==> config.mk <==
export PLATFORM = sky130hd
export DESIGN_NAME = int_seq_divider
export DESIGN_NICKNAME = d
export VERILOG_FILES = /design/src/rtl/int_seq_divider.sv
export SDC_FILE = /design/constraint.sdc
export NUM_CORES = 1
export LEC_CHECK = 0
export CAP_MARGIN = 20
export CORE_ASPECT_RATIO = 0.8
export CORE_UTILIZATION = 55
export DETAILED_ROUTE_END_ITERATION = 10
export PLACE_DENSITY = 0.8
export SYNTH_ARGS = -nofsm -noshare
export SYNTH_HDL_FRONTEND = slang
export SYNTH_SLANG_ARGS = --single-unit
export TNS_END_PERCENT = 50
==> constraint.sdc <==
create_clock -name clk -period 5.5 [get_ports clk]
set_clock_uncertainty 0.2 [all_clocks]
set_input_delay 0.55 -clock clk [delete_from_list [all_inputs] [get_ports clk]]
set_output_delay 0.55 -clock clk [all_outputs]
set_load 0.1 [all_outputs]
==> src/rtl/int_seq_divider.sv <==
// Sequential unsigned restoring divider, radix-2: one quotient bit per cycle,
// valid/ready handshake on both sides with a single operation in flight.
module int_seq_divider #(
    parameter int WIDTH = 24
) (
    input  logic             clk,
    input  logic             rst,
    input  logic             in_valid,
    output logic             in_ready,
    input  logic [WIDTH-1:0] dividend,
    input  logic [WIDTH-1:0] divisor,
    output logic             out_valid,
    input  logic             out_ready,
    output logic [WIDTH-1:0] quotient,
    output logic [WIDTH-1:0] remainder,
    output logic             div_by_zero
);

    localparam int CW = $clog2(WIDTH + 1);

    typedef enum logic [1:0] {
        IDLE = 2'd0,
        RUN  = 2'd1,
        DONE = 2'd2
    } state_t;

    state_t           state_q;
    logic [WIDTH-1:0] r_q;
    logic [WIDTH-1:0] q_q;
    logic [WIDTH-1:0] d_q;
    logic [CW-1:0]    count_q;
    logic             in_ready_q;
    logic             out_valid_q;
    logic [WIDTH-1:0] quotient_q;
    logic [WIDTH-1:0] remainder_q;
    logic             dbz_q;

    logic [WIDTH:0]   s_d;
    logic [WIDTH:0]   t_d;
    logic             borrow_d;
    logic [WIDTH-1:0] r_d;
    logic [WIDTH-1:0] q_d;

    // Trial subtract: R < D always holds, so the shifted partial remainder
    // fits in WIDTH+1 bits and the top bit of the difference is the borrow.
    always_comb begin
        s_d      = {r_q, q_q[WIDTH-1]};
        t_d      = s_d + ~{1'b0, d_q} + {{WIDTH{1'b0}}, 1'b1};
        borrow_d = t_d[WIDTH];
        if (borrow_d) begin
            r_d = s_d[WIDTH-1:0];
        end else begin
            r_d = t_d[WIDTH-1:0];
        end
        q_d = {q_q[WIDTH-2:0], ~borrow_d};
    end

    // Control FSM, iteration registers and registered result outputs.
    always_ff @(posedge clk) begin
        if (rst) begin
            state_q     <= IDLE;
            r_q         <= {WIDTH{1'b0}};
            q_q         <= {WIDTH{1'b0}};
            d_q         <= {WIDTH{1'b0}};
            count_q     <= {CW{1'b0}};
            in_ready_q  <= 1'b1;
            out_valid_q <= 1'b0;
            quotient_q  <= {WIDTH{1'b0}};
            remainder_q <= {WIDTH{1'b0}};
            dbz_q       <= 1'b0;
        end else begin
            case (state_q)
                IDLE: begin
                    if (in_valid && in_ready_q) begin
                        r_q        <= {WIDTH{1'b0}};
                        q_q        <= dividend;
                        d_q        <= divisor;
                        count_q    <= CW'(WIDTH);
                        in_ready_q <= 1'b0;
                        if (divisor == {WIDTH{1'b0}}) begin
                            state_q <= DONE;
                        end else begin
                            state_q <= RUN;
                        end
                    end else begin
                        in_ready_q <= 1'b1;
                    end
                end
                RUN: begin
                    r_q     <= r_d;
                    q_q     <= q_d;
                    count_q <= count_q - CW'(1);
                    if (count_q == CW'(1)) begin
                        state_q     <= DONE;
                        out_valid_q <= 1'b1;
                        quotient_q  <= q_d;
                        remainder_q <= r_d;
                        dbz_q       <= 1'b0;
                    end else begin
                        state_q <= RUN;
                    end
                end
                DONE: begin
                    // A zero divisor lands here straight from IDLE with
                    // out_valid still low; publish the saturated result now.
                    if (!out_valid_q) begin
                        out_valid_q <= 1'b1;
                        quotient_q  <= {WIDTH{1'b1}};
                        remainder_q <= q_q;
                        dbz_q       <= 1'b1;
                    end else if (out_ready) begin
                        state_q     <= IDLE;
                        out_valid_q <= 1'b0;
                        in_ready_q  <= 1'b1;
                    end else begin
                        state_q <= DONE;
                    end
                end
                default: begin
                    state_q     <= IDLE;
                    in_ready_q  <= 1'b1;
                    out_valid_q <= 1'b0;
                end
            endcase
        end
    end

    assign in_ready    = in_ready_q;
    assign out_valid   = out_valid_q;
    assign quotient    = quotient_q;
    assign remainder   = remainder_q;
    assign div_by_zero = dbz_q;

endmodule
==> key figures, run 1 <==
Outcome
  – Status: complete, no violations

Critical path
  – Critical Path Sink Type: register
  – Required @ worst endpoint: 5610 ps
  – CP max FO: 33
  – Critical Path Slowest Stage Cell: and2_4
  – Arrival time worst endpoint: 4020 ps
  – Top delay family on crit path: compound AO/OA/AOI/OAI gates
  – Worst-path cell chain: inv_1 -> ha_1 -> inv_1 -> fa_1 -> a211oi_2 -> o21ai_2 -> o221ai_2 -> a211oi_1 -> o21a_1 -> o31ai_4 -> and2_4 -> a211oi_1 -> o41ai_1
  – CP Buf/Inv Count: 2
  – Crit path largest cell delay: 570 ps
  – CP Launch Type: register
  – WS Path Type: register to register

Finish
  – Fillers: 957
  – Layout cells sized above 1: 6.16%
  – Inserted Diodes: 0
  – # nets final: 1012
  – Final core occ: 70.3%
  – Area growth syn-to-layout: 24.8%
  – Cell area after layout: 8520 sq um

Floorplan
  – IO Pins: 103
  – Initial core utilization: 56.3%
  – Die W: 127 microns
  – Core Box Area: 12100 sq um
  – Site row count: 36
  – Die area: 12900 sq um
  – Die Ht: 102 microns

Placed design
  – IO buf count: 102
  – Post-DP Area: 7850 sq um
  – RD Place Congestion: 0.960
  – DP HPWL: 12.5 mm
  – Pre-CTS WS: 1700 ps

Power and ir drop
  – Leakage: 3.16 nW
  – Seq pwr share: 26.9%
  – Switch Pwr: 0.00197 W
  – Final Power: 0.00449 W
  – Pwr Density: 527 nW/um^2
  – Clk pwr share: 26.1%
  – Maximum VDD drop: 0.000330 V
  – Logic pwr share: 47.0%
  – Switch share: 43.8%
  – Cell Int Power: 0.00253 W

Synth
  – Yosys top cell area share: 38.1%
  – Most common cell in the netlist: dfxtp_1
  – Main area contributors after synthesis: dfxtp_1 (38%), nand2_1 (6.3%), mux2i_1 (6.0%)
  – Top_reg_cell synth: dfxtp_1
  – Syn avg cell area: 7.95 sq um
  – Synth Net Count: 942
  – Post-synth EDFFs: 0
  – Top post-synthesis cells by count: dfxtp_1 (130), nand2_1 (115), nor2_1 (79)
  – Biggest area consumer among synthesized cells: dfxtp_1
  – Post-synth cell types: 59
  – Async SR Flop Fraction: 0%
  – Cell Area, Synth: 6830 sq um
  – Synth Register Bits: 130
  – Yosys warning total: 0
  – Seq/Total Area, Yosys: 38.1%
  – Syn Inst Count: 859

Timing
  – RSZ-0062 raised after global routing: false
  – Fin. max-slew vios: 0
  – Number of setup violations in the final report: 0
  – Setup WS post-layout: 1600 ps
  – TNS Setup: 0 ps
  – Slew HR: 26.4%
  – Tcrit/Tclk final: 71.0%
  – F_max: 256 MHz
  – Final hold violations: 0
  – Worst-Margin Slew: 1100 ps
  – Final worst path period need: 3900 ps

Detailed routing
  – Final ANT Viol Nets: 0
  – First-pass iteration count of the detailed router: 5
  – DRT iter0 DRCs: 579
  – Final wirelength: 18.8 mm
  – Routed len/inst: 17.2 microns
  – DR vias: 6680
  – Via density: 6.11
  – DRC Markers: 0

Clock network
  – Clock Pin Slew Worst Setup and Hold Paths: 60 ps
  – Num CTS Buffers: 17
  – CTS tree: built
  – Resized cells post-CTS: 0
  – CTS H-tree lvls: 4
  – TritonCTS sink count: 130
  – Post-CTS setup buffer count: 0
  – Hold_buf cts: 0
  – Clock Latency Late Sink: 420 ps
  – Root buffer cell: clkbuf_16
  – Clk buf depth: 2

Global routing
  – Vias in the first global route: 6121
  – Met1 Usage GRT: 39.3%
  – Layer with the highest usage: met2
  – Global-route wire length before repair: 30.3 mm
  – GRT met3 Usage: 7.08%
  – Met2 GRT Util: 48.5%
  – Pin count of the biggest net entering global routing: 78
  – GRT overflow: 0
  – Initial antenna violation count: 1
  – Total track usage: 30.0%

Worst hold path
  – Hold WC Path Type: register to register

Job
  – MaxCap Viol Count: 0
## registers in the layout, indices dropped and copies added (netlist names)
signal,count
count_q,5
d_q,24
div_by_zero,1
in_ready,1
out_valid,1
q_q,24
quotient,24
r_q,24
remainder,24
state_q,2
## placed cells by master, fill, tap and decap left out, types with 3 or more instances in the layout
master           count
inv_1               37
o211ai_1             5
o21ai_1             41
mux2i_1             41
a31oi_1             19
nand2_1            115
a21o_1               7
nand3_1             17
dfxtp_1            130
o21ai_0             19
nor3_1              66
nor2_1              78
o21a_1               6
a211oi_1            34
ha_1                28
o21bai_1             4
nand2b_1             3
o41ai_1              5
clkbuf_16           17
xor2_1               9
or3_1                4
a211oi_2             3
nand4_1              3
nor4_1               7
clkdlybuf4s50_1    101
clkinv_4             8
a21oi_1             60
a21boi_1             5
xnor2_1             11
bufinv_16            3
buf_4                7
## tightest hold or removal path: stages (launching register included)
cell	delay, ps
dfxtp_1	310
nand2_1	50
a21oi_1	50
## layer usage
layer | share of wire, % | vias up
met3 | 6.2 | 42
met4 | 2.1 | 2
li1 | - | 3192
met1 | 45 | 3196
met5 | 0.069 | -
met2 | 47 | 248
## cell type report
type                       instances  area, sq um  area share [%]
inverter                          37          139            1.63
multi-input combinational        633         3860            45.3
clock buffer                      18          429            5.04
tap                              152          190            2.23
clock inverter                    14          184            2.16
timing repair buffer             110         1120            13.1
sequential                       130         2600            30.5
## through the flow
step,cells,hold WS (ps)
4_1_cts,1092,255
3_5_place_dp,1060,247
2_1_floorplan,859,236
5_1_grt,1094,270
3_3_place_gp,1060,244
6_report,1094,255
## cell families after synthesis
logic type	synth area share [%]
adders and majority gates	5.79
buffers and inverters	5.85
xor gates and xnor gates	2.57
and+or+nand+nor	20.0
DFF	38.1
AOI/OAI and AO/OA	21.6
muxes	6.01
## worst paths after layout
| path | from | end | slack (ps) | cells after the start |
|---|---|---|---|---|
| max reg2reg | q_q[23] | remainder[16] | 1600 | 13 |
| max | q_q[23] | remainder[16] | 1600 | 13 |
| min | d_q[1] | d_q[1] | 250 | 2 |
| min reg2reg | d_q[1] | d_q[1] | 250 | 2 |
## power by group through the flow
| stage | registers [W] | clock network (W) | logic, W |
|---|---|---|---|
| 6_report | 0.00121 | 0.00117 | 0.00211 |
| 3_5_place_dp | 0.00122 | 0 | 0.00204 |
| 5_1_grt | 0.00122 | 0.00122 | 0.00226 |
| 3_3_place_gp | 0.00122 | 0 | 0.00202 |
| 4_1_cts | 0.00120 | 0.00117 | 0.00207 |
| 2_1_floorplan | 0.00164 | 0 | 0.00125 |
Power figures use the tool's default switching activity.
==> inputs of run 2 (changes only) <==
- CORE_UTILIZATION: 55 -> 49
- PLACE_DENSITY: 0.8 -> 0.75
- clock period: 5.5 -> 3.2 ns (I/O delays scaled with it)
==> key figures, run 2 (synthesized netlist as in run 1, its figures left out) <==
Worst hold path
  – Hold path start: rst
  – Hold Path Stages: 2 (unchanged)
  – Hold path endpoint: d_q[16]
  – Hold WC Path Type: input pin to register

Critical path
  – Top delay family on crit path: compound AO/OA/AOI/OAI gates
  – Critical Path Sink Type: register
  – CP Launch Type: register
  – R2r startpoint: q_q[23]
  – Critical path depth: 14 (+1)
  – CP Buf/Inv Count: 3 (+1)
  – WS Path Type: register to register
  – Worst-path cell chain: inv_2 -> ha_4 -> inv_2 -> fa_2 -> a211oi_2 -> o21ai_2 -> o221ai_2 -> a211oi_2 -> o21a_1 -> or4_4 -> buf_12 -> a21boi_4 -> a211oi_2 -> o41ai_2
  – Arrival time worst endpoint: 3500 ps (-520 ps)
  – R2R cell count: 14 (+1)
  – R2R Path End: remainder[21]
  – CP max FO: 8 (-76%)
  – Critical Path Slowest Stage Cell: or4_4
  – Required @ worst endpoint: 3300 ps (-2310 ps)
  – Worst path most repeated cell: a211oi_2
  – Crit path largest cell delay: 560 ps (about the same)
  – Worst R2R Setup Slack: -200 ps (-1790 ps)

Floorplan
  – Initial core utilization: 50.2% (-6.1 points)
  – Die Ht: 108 microns (+5.8%)
  – Site row count: 38 (+5.6%)
  – Die W: 134 microns (+5.9%)
  – IO Pins: 103 (unchanged)
  – Core Box Area: 13600 sq um (+12%)
  – Die area: 14400 sq um (+12%)

Global routing
  – Vias in the first global route: 6266 (+2.4%)
  – Pin count of the biggest net entering global routing: 49 (-37%)
  – Initial antenna violation count: 1 (unchanged)
  – Global-route wire length before repair: 31.5 mm (+3.9%)
  – GRT overflow: 0 (unchanged)
  – Total track usage: 27.9% (-2.1 points)

Job
  – MaxCap Viol Count: 0 (unchanged)

Clock network
  – Clock Pin Slew Worst Setup and Hold Paths: 60 ps (about the same)
  – Clock Latency Late Sink: 420 ps (about the same)
  – Clk buf depth: 2 (unchanged)
  – TritonCTS sink count: 130 (unchanged)
  – Num CTS Buffers: 17 (unchanged)
  – Root buffer cell: clkbuf_16
  – CTS tree: built
  – CTS H-tree lvls: 4 (unchanged)

Timing
  – Setup WS post-layout: -198 ps (-1790 ps)
  – F_max: 294 MHz (+15%)
  – WHS: 172 ps (-82.6 ps)
  – Fin. max-slew vios: 0 (unchanged)
  – Final hold violations: 0 (unchanged)
  – Slew HR: 29.3% (+2.9 points)
  – Tcrit/Tclk final: 106% (+35 points)
  – Number of setup violations in the final report: 29 (+29)
  – Worst-Margin Slew: 1060 ps (-43.9 ps)
  – RSZ-0062 raised after global routing: true
  – Final worst path period need: 3400 ps (-507 ps)
  – TNS Setup: -1940 ps (-1940 ps)

Placed design
  – DP HPWL: 13.5 mm (+7.3%)
  – Placed Cells: 1134 (+7.0%)
  – RD Place Congestion: 0.899 (-6.4%)
  – IO buf count: 102 (unchanged)

Detailed routing
  – Final wirelength: 19.9 mm (+6.3%)
  – DRT iter0 DRCs: 556 (-4.0%)
  – DRC Markers: 0 (unchanged)
  – First-pass iteration count of the detailed router: 5 (unchanged)
  – Final ANT Viol Nets: 0 (unchanged)
  – Via density: 5.75 (-5.9%)
  – Routed len/inst: 16.9 microns (-1.5%)
  – DR vias: 6782 (+1.5%)

Power and ir drop
  – Maximum VDD drop: 0.000562 V (+71%)
  – Switch Pwr: 0.00388 W (+97%)
  – Cell Int Power: 0.00488 W (+93%)
  – Leakage: 3.55 nW (+13%)
  – Pwr Density: 958 nW/um^2 (+82%)
  – Clk pwr share: 21.7% (-4.4 points)
  – Switch share: 44.3% (+0.54 points)
  – Logic pwr share: 54.5% (+7.5 points)
  – Seq pwr share: 23.8% (-3.1 points)

Finish
  – Layout cells sized above 1: 20.5% (+14 points)
  – Area growth syn-to-layout: 34.0%
  – Most common cell after layout, fill and taps aside: dfxtp_1
  – Final core occ: 67.2% (-3.1 points)
  – Most frequent cells in the layout: dfxtp_1 (128), nand2_1 (115), buf_4 (106)
  – Fin cells: 1180 (+7.9%)
  – # nets final: 1068 (+5.5%)

Outcome
  – Failing checks: setup timing
  – Status: finished with violations
-- run 2: changes by cell type in the layout (fill, tap and decap cells not counted), sizes merged, moves of 3 or more --
cell | before | now
clkinvlp | 2 | 5
clkinv | 8 | 3
clkdlybuf4s50 | 101 | 53
inv | 38 | 43
buf | 9 | 111
-- run 2: layout make-up --
| type | count | area (sq um) |
|---|---|---|
| Clock inverter | 15 | 151 |
| Clock buffer | 17 | 425 |
| Multi-Input combinational cell | 635 | 4190 |
| Inverter | 37 | 139 |
| Timing Repair Buffer | 164 | 1400 |
| Tap cell | 180 | 225 |
| Sequential cell | 130 | 2610 |
| Antenna cell | 2 | 5.00 |
| Fill cell | 1105 | 4460 |
-- run 2: metal layers --
metal	part of all wire [%]	wire, microns	vias to the layer above	track usage [%]
met2	47	9340	210	44.7
met3	5.7	1140	22	7.44
met1	46	9220	3212	37.1
met4	1.2	240	0	7.31
met5	0	0	-	0
li1	-	-	3338	-
-- run 2: worst reg2reg max path: cells and delay by family (launching register included) --
| family | cells | cell delay [ps] |
|---|---|---|
| compound gates | 8 | 1440 |
| simple gates | 1 | 560 |
| fa+ha+maj | 2 | 460 |
| flops | 1 | 320 |
| buf+inv | 3 | 280 |
-- run 2: how the worst max path moves through the flow --
stage             from       endpoint  slack, ps
6_report       q_q[23]  remainder[21]       -200
5_1_grt        q_q[23]  remainder[21]       -310
4_1_cts        q_q[23]        r_q[19]       -150
3_5_place_dp   q_q[23]         r_q[8]       -240
3_3_place_gp   q_q[23]         r_q[9]       -130
2_1_floorplan  q_q[23]  remainder[19]       -170
-- run 2: timing repair --
| action | 4_1_cts | 5_1_grt |
|---|---|---|
| gates cloned | 2 | 0 |
| hold buffers | 0 | 0 |
| setup endpoints to repair | 47 | 50 |
| setup buffers | 5 | 5 |
| pin swaps | 17 | 28 |
| resized for setup | 32 | 35 |
-- run 2: per-stage QoR --
stage	setup slack, ps	total power, W	area (sq um)
floorplan	-171	0.00498	6850
global placement	-129	0.00586	8130
detailed placement	-240	0.00590	8130
CTS	-151	0.00822	8890
global route	-311	0.00916	9140
finish	-198	0.00875	9140
-- run 2: power by group through the flow --
| stage | Combinational [W] | Clock (W) | Sequential (W) |
|---|---|---|---|
| 5_1_grt | 0.00506 | 0.00199 | 0.00211 |
| 4_1_cts | 0.00424 | 0.00191 | 0.00207 |
| 3_3_place_gp | 0.00377 | 0 | 0.00210 |
| 3_5_place_dp | 0.00380 | 0 | 0.00210 |
| 2_1_floorplan | 0.00216 | 0 | 0.00282 |
| 6_report | 0.00477 | 0.00190 | 0.00208 |
==> inputs of run 3 (changes only) <==
- HOLD_SLACK_MARGIN: not set -> 0.12
==> results of run 3 <==
Final layout, timing and power as in run 2 (identical DEF).
